==> src/rtl/custom_logic_rx.sv <==
// Collapses the transform's doubled even-word pairs back into single beats tagged as doubled,
// flags broken pairs, and keeps a wrapping output-beat count and a saturating broken-pair count.
module custom_logic_rx #(
    parameter int DW  = 6,
    parameter int WCW = 16,
    parameter int ECW = 8
) (
    input  logic           clk,
    input  logic           rst,
    input  logic [DW-1:0]  in_data,
    input  logic           in_valid,
    output logic           in_ready,
    output logic [DW-1:0]  out_data,
    output logic           out_valid,
    input  logic           out_ready,
    output logic           out_doubled,
    output logic           out_err,
    output logic           err_pulse,
    output logic [WCW-1:0] word_count,
    output logic [ECW-1:0] err_count
);
    typedef enum logic {IDLE, PAIR} state_t;

    state_t        state, state_nxt;
    logic [DW-1:0] held;
    logic          slot_free;
    logic          match;
    logic          load;
    logic [DW-1:0] load_data;
    logic          load_dbl;
    logic          load_err;
    logic          hold_en;
    logic          mismatch;

    assign slot_free = !out_valid || out_ready;
    assign match     = (in_data == held);
    assign err_pulse = mismatch;

    always_comb begin
        state_nxt = state;
        in_ready  = 1'b0;
        load      = 1'b0;
        load_data = in_data;
        load_dbl  = 1'b0;
        load_err  = 1'b0;
        hold_en   = 1'b0;
        mismatch  = 1'b0;
        case (state)
            IDLE: begin
                in_ready = slot_free;
                if (in_valid && slot_free) begin
                    if (in_data[0]) begin
                        load = 1'b1;
                    end else begin
                        hold_en   = 1'b1;
                        state_nxt = PAIR;
                    end
                end
            end
            PAIR: begin
                in_ready = slot_free && match;
                // A mismatching beat is left on the input and re-examined from IDLE next cycle.
                if (in_valid && slot_free) begin
                    load      = 1'b1;
                    load_data = held;
                    load_dbl  = match;
                    load_err  = !match;
                    mismatch  = !match && !rst;
                    state_nxt = IDLE;
                end
            end
            default: state_nxt = IDLE;
        endcase
    end

    always_ff @(posedge clk) begin
        if (rst) begin
            state       <= IDLE;
            held        <= '0;
            out_valid   <= 1'b0;
            out_data    <= '0;
            out_doubled <= 1'b0;
            out_err     <= 1'b0;
            word_count  <= '0;
            err_count   <= '0;
        end else begin
            state <= state_nxt;
            if (hold_en) begin
                held <= in_data;
            end
            if (load) begin
                out_valid   <= 1'b1;
                out_data    <= load_data;
                out_doubled <= load_dbl;
                out_err     <= load_err;
            end else if (out_ready) begin
                out_valid <= 1'b0;
            end
            if (out_valid && out_ready) begin
                word_count <= word_count + 1'b1;
            end
            if (mismatch && (err_count != '1)) begin
                err_count <= err_count + 1'b1;
            end
        end
    end
endmodule

==> config.mk <==
export PLATFORM = sky130hd
export DESIGN_NAME = custom_logic_rx
export DESIGN_NICKNAME = d
export VERILOG_FILES = /design/src/rtl/custom_logic_rx.sv
export SDC_FILE = /design/constraint.sdc
export NUM_CORES = 1
export LEC_CHECK = 0
export CAP_MARGIN = 10
export CORE_MARGIN = 3
export CORE_UTILIZATION = 55
export DETAILED_ROUTE_END_ITERATION = 7
export DONT_BUFFER_PORTS = 1
export PLACE_DENSITY = 0.78
export SLEW_MARGIN = 20
export SYNTH_ARGS = -nofsm -noshare
export SYNTH_HDL_FRONTEND = slang
export SYNTH_SLANG_ARGS = --single-unit
export TNS_END_PERCENT = 1
==> constraint.sdc <==
create_clock -name clk -period 1.5 [get_ports clk]
set_input_delay 0.15 -clock clk [delete_from_list [all_inputs] [get_ports clk]]
set_output_delay 0.15 -clock clk [all_outputs]
set_load 0.005 [all_outputs]
Yosys cells after proc, flatten, opt, wreduce, memory -nomap -nowiden
Cells that the tools add are included.

storage, ports and cells
  flip-flop bits (word level) = 40
  input port bits = 10

cells by class
  eq/ne operators = 2
  bitwise logic cells = 1
  reduce and logical (&&, ||, !) cells = 10
  mux-type cells = 20
  add/subtract/negate cells = 2

operator list
  cell                                            number
  adder 16 x 1 -> 16 bit (second input constant)  1
  2-to-1 mux 1 bit                                15
  2-to-1 mux 6 bit                                2
  adder 8 x 1 -> 8 bit (second input constant)    1
  inequality test 8 bit (second input constant)   1
  == test 6 bit                                   1
  case mux 1 bit (2 select lines)                 3
  logical AND 1 bit                               5
  logical NOT 1 bit                               3
  nonzero test 2 bit                              1
  logical OR 1 bit                                1
  NOT 1 bit                                       1

Longest topological paths before layout
  depth in word-level cells = 6
  mapped depth = 6
  depth with buffers taken out = 6

Least setup slack after synthesis
No wires, ideal clock.

  path type = register to register
  start point = reg out_valid
  end point = reg err_count[6]
  period minus slack after synthesis = 1.510 ns
  arrival = 1.440 ns
  path slack = -0.010 ns
  cell stages (with the launch flop) = 6
  setup time = 0.070 ns
  path buffers = 0
  path through = dfxtp_1 or2b_2 nand3_2 o21bai_4 or4_1 a21oi_1

on the way
  word-level cells in the longest chain between the ends = 6

ends and longest elaborated chain
  what                    line  source
  from (decl)             14    output logic out_valid,
  from (signal assigned)  80    out_valid <= 1'b0;
  from (signal assigned)  92    out_valid <= 1'b1;
  from (signal assigned)  97    out_valid <= 1'b0;
  logical NOT 1 bit       35    assign slot_free = !out_valid || out_ready;
  logical OR 1 bit        35
  logical AND 1 bit       63    if (in_valid && slot_free) begin
  2-to-1 mux 1 bit        63
  2-to-1 mux 1 bit        48    case (state)
  logical AND 1 bit       102   if (mismatch && (err_count != '1)) begin
  to (signal assigned)    103   err_count <= err_count + 1'b1;
  to (decl)               20    output logic [ECW-1:0] err_count

No other way between the ends.
A chain may end at the register's enable or synchronous reset.

Worst setup path in the final report
  start point = reg held[2]
  end point = reg err_count[6]

on the way
  word-level cells in the longest chain between the ends = 6

ends and longest elaborated chain
  what                    line  source
  from (decl)             25    logic [DW-1:0] held;
  from (signal assigned)  89    held <= in_data;
  == test 6 bit           36    assign match = (in_data == held);
  logical NOT 1 bit       68    mismatch = !match && !rst;
  logical AND 1 bit       68
  2-to-1 mux 1 bit        63
  2-to-1 mux 1 bit        48
  logical AND 1 bit       102

No other way between the ends.

==> results.md <==
* Iter 0 DRT Violations at 92
* CP max-delay cell: or4_4
* Area of the core at 3103 um2
* Outcome: finished, violations left
* Vias/cell at 5.646
* GRT Util Overall at 0.2444
* Failing checks: setup timing
* Most frequent cell after synthesis: dfxtp_1
* Flop pwr share at 0.605
* Leakage at 0.9051 nW
* Antenna Cells at 0
* PwrDens at 779.7 nW/um2
* Synth Warn # at 0
* Synth cell count leaders: 40 x dfxtp_1, 35 x nor2_1, 16 x a21oi_1, 13 x nand2_1
* Final hold violations at 0
* Antenna violations before repair at 0
* Clock slew at the register clock pins of the worst setup and hold paths at 0.12 ns
* Delay-heaviest family, CP: simple AND/OR/NAND/NOR gates
* CP cell instances: xnor2_2, nand4_1, buf_4, o21bai_4, buf_6, or4_4, a21oi_2
* Syn nets at 224
* Total die area at 4027 um2
* RSZ-0062 raised after global routing: true
* Starting density of the core at 0.5851
* VDD IR max at 0.6982 mV
* Int Pwr at 1.376 mW
* CTS tree: yes
* Num ports at 45
* Routed WL at 4756 um
* Sequential Area at 818.3 um2
* PnR worst setup slack at -0.1778 ns
* Crit path largest cell delay at 0.50 ns
* Number of flops mapped to enable cells by yosys at 0
* Antenna-violating nets left at 0
* Post-synth top area cell: dfxtp_1
* Yosys reg bits at 40
* Final setup fails at 11
* Clk_lat worst skew at 0.35 ns
* Total of fill cells in the finished design at 244
* P&R area growth vs syn at 30.12%
* DP Wirelength at 2986 um
* Core Util, Final at 0.7613
* Reg2reg path depth at 7
* Drt drc at 0
* Worst Max-Slew Pin Slew at 0.4226 ns
* Crit. End Element: flip-flop
* Most common flop cell mapped by yosys: dfxtp_1
* FFs w/ async S/R, synth at 0
* Crit-path max FO at 5
* Clk buf depth at 2
* Top cell type's share of synthesized area at 0.4411
* Vias in the first global route at 1710
* Hold WC Path Type: input port to flip-flop
* DR vias at 1677
* Type of the worst setup path: flip-flop to flip-flop
* Fraction of layout cells with a size suffix above 1 at 0.3162
* # rows at 20
* Root Driver: clkbuf_4
* Period utilization at 1.119
* Cell count after synthesis at 212
* Worst Path Required at 1.79 ns
* Relative slew slack at 0.7173
* Htree depth at 2
* Critical Path Source Type: flip-flop
* Stages on the worst setup path at 7
* Clk sink count at 40
* Power, Total at 1.842 mW
* Largest net degree at the start of global routing at 40
* Worst hold stages at 3
* Synth cell types at 33
* Pre-CTS setup slack at -0.07243 ns
* Die width at 63.46 um
* Logic pwr share at 0.116
* Crit path time final at 1.678 ns
* Critical Path AT at 1.97 ns
* Setup Skew at 0.005635 ns
* Nets@finish at 265
* Top post-synthesis cells by area: dfxtp_1 44%, nor2_1 7.2%, xnor2_1 5.8%
* Clock Power Share at 0.278
* Maxcap violations at 0
* Mapped Area at 1815 um2
* Routed len/inst at 16.01 um
* Die H at 63.46 um
* CP bufs+invs at 2
* Sequential fraction of the synthesis area at 0.4411
* Peak Freq at 596.0 MHz
* Port Buffers at 0
* Synthesized area per cell at 8.564 um2
* Placer Congestion at 0.8006
* Pre-antenna DRT Iters at 5
* Area occupied by multi-input gates at 1059 um2
* Sw Ratio at 0.2530
* Global-route wire length before repair at 7810 um
* Final Max Tran Viols at 0
* Total CTS buffers at 5
* Congestion Overflow GR at 0
* P_sw at 465.9 uW
-- cell type report --
| cell class | instances | share of cell area |
|---|---|---|
| clock buffer | 6 | 0.01748 |
| timing repair buffer | 41 | 0.1515 |
| tap | 44 | 0.02331 |
| sequential | 40 | 0.3464 |
| clock inverter | 1 | 0.002119 |
| inverter | 7 | 0.01112 |
| multi-input combinational | 158 | 0.4481 |
-- layout by cell type, fill, tap and decap left out, types with 2 or more instances in the layout --
cell / instances
buf_12: 2
dfxtp_2: 14
a21oi_2: 3
clkbuf_4: 5
o21ai_0: 4
a21oi_1: 13
dlygate4sd3_1: 7
and4_1: 2
mux2i_1: 5
xnor2_1: 9
dfxtp_1: 26
nand3_1: 11
o31ai_1: 4
o22ai_1: 6
or2_2: 3
nand4_1: 5
nor2_1: 35
buf_4: 30
or3_1: 3
xnor2_2: 3
and3_1: 2
inv_1: 6
nor3b_1: 5
nand2_1: 13
nor3_2: 3
buf_6: 2
xor2_1: 9
-- cells by family after synthesis --
| group | after synthesis | share of synthesized area |
|---|---|---|
| buffers and inverters | 14 | 0.02963 |
| adder cells (fa/ha/maj) | 2 | 0.01378 |
| flip-flops | 40 | 0.4411 |
| AND/OR/NAND/NOR | 96 | 0.2709 |
| XOR/XNOR | 21 | 0.1013 |
| AO/OA/AOI/OAI | 33 | 0.1096 |
| multiplexers | 6 | 0.03377 |
-- through the flow --
step	std cells	hold slack (ns)	area [um2]	TNS [ns]
global placement	276	0.2201	2049	0
detailed placement	276	0.2192	2049	-0.1962
global route	297	0.03663	2362	-1.778
floorplan	212	0.2939	1819	0
CTS	295	0.02994	2263	-0.9235
finish	297	0.02063	2362	-1.033
-- repair_timing --
item | 4_1_cts | 5_1_grt
hold buffers | 8 | 0
setup buffers | 4 | 2
gates resized for setup | 11 | 26
endpoints found under the setup margin | 8 | 19
hold endpoints to repair | 39 | 0
pin swaps | 10 | 10
-- worst min-delay path: cells and delay by family --
kind / cells / cell delay [ns]
AO/OA/AOI/OAI: 1 / 0.06
AND/OR/NAND/NOR: 2 / 0.13
-- flip-flops by register name, summed over array words and instances (netlist names) --
signal,cells
held,6
out_valid,1
state,1
out_data,6
out_doubled,1
out_err,1
word_count,16
err_count,8
-- power by group through the flow --
stage / Combinational, mW / Clock, mW / Sequential [mW]
after floorplan: 0.115 / 0 / 1.13
after global placement: 0.141 / 0 / 1.13
after detailed placement: 0.147 / 0 / 1.14
after CTS: 0.199 / 0.515 / 1.11
after global routing: 0.231 / 0.577 / 1.12
final: 0.214 / 0.512 / 1.12
-- final timing paths --
| kind | slack, ns | endpoint | startpoint |
|---|---|---|---|
| setup / recovery | -0.18 | err_count[6] | held[2] |
| hold / removal | 0.02 | word_count[1] | out_ready |
| setup reg to reg | -0.18 | err_count[6] | held[2] |
| hold reg to reg | 0.53 | err_count[3] | err_count[3] |
-- layer usage --
metal,up-vias,global-route usage,wire length [um]
met3,10,0.08913,272
met1,805,0.2553,1908
li1,816,-,-
met2,46,0.4433,2488
met4,0,0.08895,87
met5,-,0,0
No activity file was read; power rests on OpenSTA's default activity.
==> patch: new RTL, same flow settings <==
The parameter `WCW` goes from 16 to 15.
--- a/src/rtl/custom_logic_rx.sv
+++ b/src/rtl/custom_logic_rx.sv
@@ -4,3 +4,3 @@
     parameter int DW  = 6,
-    parameter int WCW = 16,
+    parameter int WCW = 15,
     parameter int ECW = 8
Interface: changed (resized word_count); port bits go from 45 to 44. No check against the original RTL was run, so the function may have changed too.
==> patch against the unedited design <==
- the run still ends with setup timing left
- clock skew fell by 1.6 ps
- critical path depth shrank 2
- sequential cell count down 1
- register-to-register slack improved by 120 ps
- worst setup slack gained 110 ps
- total power fell by 1.4%
- fmax increased by 6.7%
- sequential power down 4%
- cell area down 5.0%
- global-route usage is essentially flat
- worst hold slack improved by 14 ps
- area after synthesis down 3.0%
- wire length down 7.3%
==> patch: results (changes against the unedited design) <==
- Worst slew pin tran: 417.2 ps (was 422.6 ps)
- WHS: 34.45 ps (was 20.63 ps)
- WL met1: 1704 um (was 1908 um)
- FF-to-FF Start: err_count[1] (was held[2])
- Number of DRC markers in iteration 0: 71 (was 92)
- Final setup fails: 7 (was 11)
- Dpl hpwl: 2931 um (was 2986 um)
- CP max stage cell: dfxtp_2 (was or4_4)
- Synth top area cells: dfxtp_1 44%, nor2_1 6.2%, xor2_1 5.5%, a21oi_1 4.5%, xnor2_1 4.5% (was dfxtp_1 44%, nor2_1 7.2%, xnor2_1 5.8%, a21oi_1 4.4%, xor2_1 4.3%)
- Worst Clk Skew: 3.991 ps (was 5.635 ps)
- Clock share of power: 0.301 (was 0.278)
- Vias in the first global route: 1611 (was 1710)
- Met2 wire len: 2332 um (was 2488 um)
- Net Sw Frac: 0.2461 (was 0.2530)
- Met3 Use GR: 0.08094 (was 0.08913)
- Placed cell area: 0.001961 sq mm (was 0.002049 sq mm)
- Pin count of the biggest net entering global routing: 39 (was 40)
- M2 GR Usage: 0.4234 (was 0.4433)
- R2R Path End: err_count[5] (was err_count[6])
- First-pass DRT Iterations: 4 (was 5)
- Leakage: 0.8718 nW (was 0.9051 nW)
- Slowest cell delay on critical path: 350 ps (was 500 ps)
- Status: finished with violations (unchanged)
- Layout net count: 241 (was 265)
- Dpl ws: -98.20 ps (was -72.43 ps)
- Crit path arrival time: 1420 ps (was 1970 ps)
- Adder-cell share of the synthesized area: 0.01421 (was 0.01378)
- First-pass GRT wire length: 7507 um (was 7810 um)
- Violated checks: setup timing (unchanged)
- Routed WL per cell: 16.26 um (was 16.01 um)
- Register share of total power: 0.597 (was 0.605)
- Fraction of layout cells with a size suffix above 1: 0.3057 (was 0.3162)
- Final worst setup slack: -72.36 ps (was -177.8 ps)
- R2r setup slk: -60 ps (was -180 ps)
- Commonest cells post-synth: 39 x dfxtp_1, 29 x nor2_1, 16 x a21oi_1 (was 40 x dfxtp_1, 35 x nor2_1, 16 x a21oi_1)
- Met1 usage: 0.2632 (was 0.2553)
- Synth Area in XOR/XNOR: 0.09950 (was 0.1013)
## patch: cell count changes after synthesis, sizes merged, moves of 3 or more
cell    change
and3        +3
inv         -4
nor2        -6
nor3b       -5
o221ai      +5
o22ai       -6
xnor2       -3
## patch: how the worst max path moves through the flow
stage                       startpoint            to  cells past startpoint
final                          held[0]     err_pulse                      5
after floorplan           err_count[1]  err_count[7]                      6
after global placement         held[3]  err_count[0]                      5
after CTS                      held[4]     err_pulse                      5
after detailed placement       held[0]  err_count[0]                      5
after global routing           held[4]     err_pulse                      5
## patch: final cells by class
class / count / area, sq um
flip-flops and latches: 39 / 790.8
clock inverters: 1 / 5.005
inverters: 3 / 11.26
fillers: 207 / 655.6
multi-input cells: 144 / 1033
repair buffers: 36 / 300.3
well taps: 42 / 52.55
clock buffers: 6 / 51.30
## patch: cell families after synthesis
family / count (synthesis)
AND/OR/NAND/NOR: 84
flip-flops: 39
AO/OA/AOI/OAI: 31
XOR/XNOR: 20
buffers and inverters: 10
multiplexers: 7
adder cells (fa/ha/maj): 2
## patch: worst register-to-register path, cell delays in order, from the launching register on
cell and delay (ps):
dfxtp_2 340, ha_2 190, and3_4 190, a31oi_4 190
nand4_1 130, or3_4 350, a21oi_2 120
## patch: per-stage QoR
stage	TNS, ps	utilization	std cells	power [mW]
2_1_floorplan	0	-	193	1.204
3_3_place_gp	-16.70	0.6760	251	1.223
3_5_place_dp	-405.8	0.6760	251	1.229
4_1_cts	-459.1	0.7463	268	1.810
5_1_grt	-975.5	0.7739	271	1.906
6_report	-348.7	0.7739	271	1.815
## patch: repair_timing
item | 4_1_cts | 5_1_grt
hold buffers | 7 | 1
hold endpoints to repair | 38 | 1
pin swaps | 12 | 3
buffers inserted | 3 | 2
gates resized for setup | 12 | 12
endpoints found under the setup margin | 11 | 22
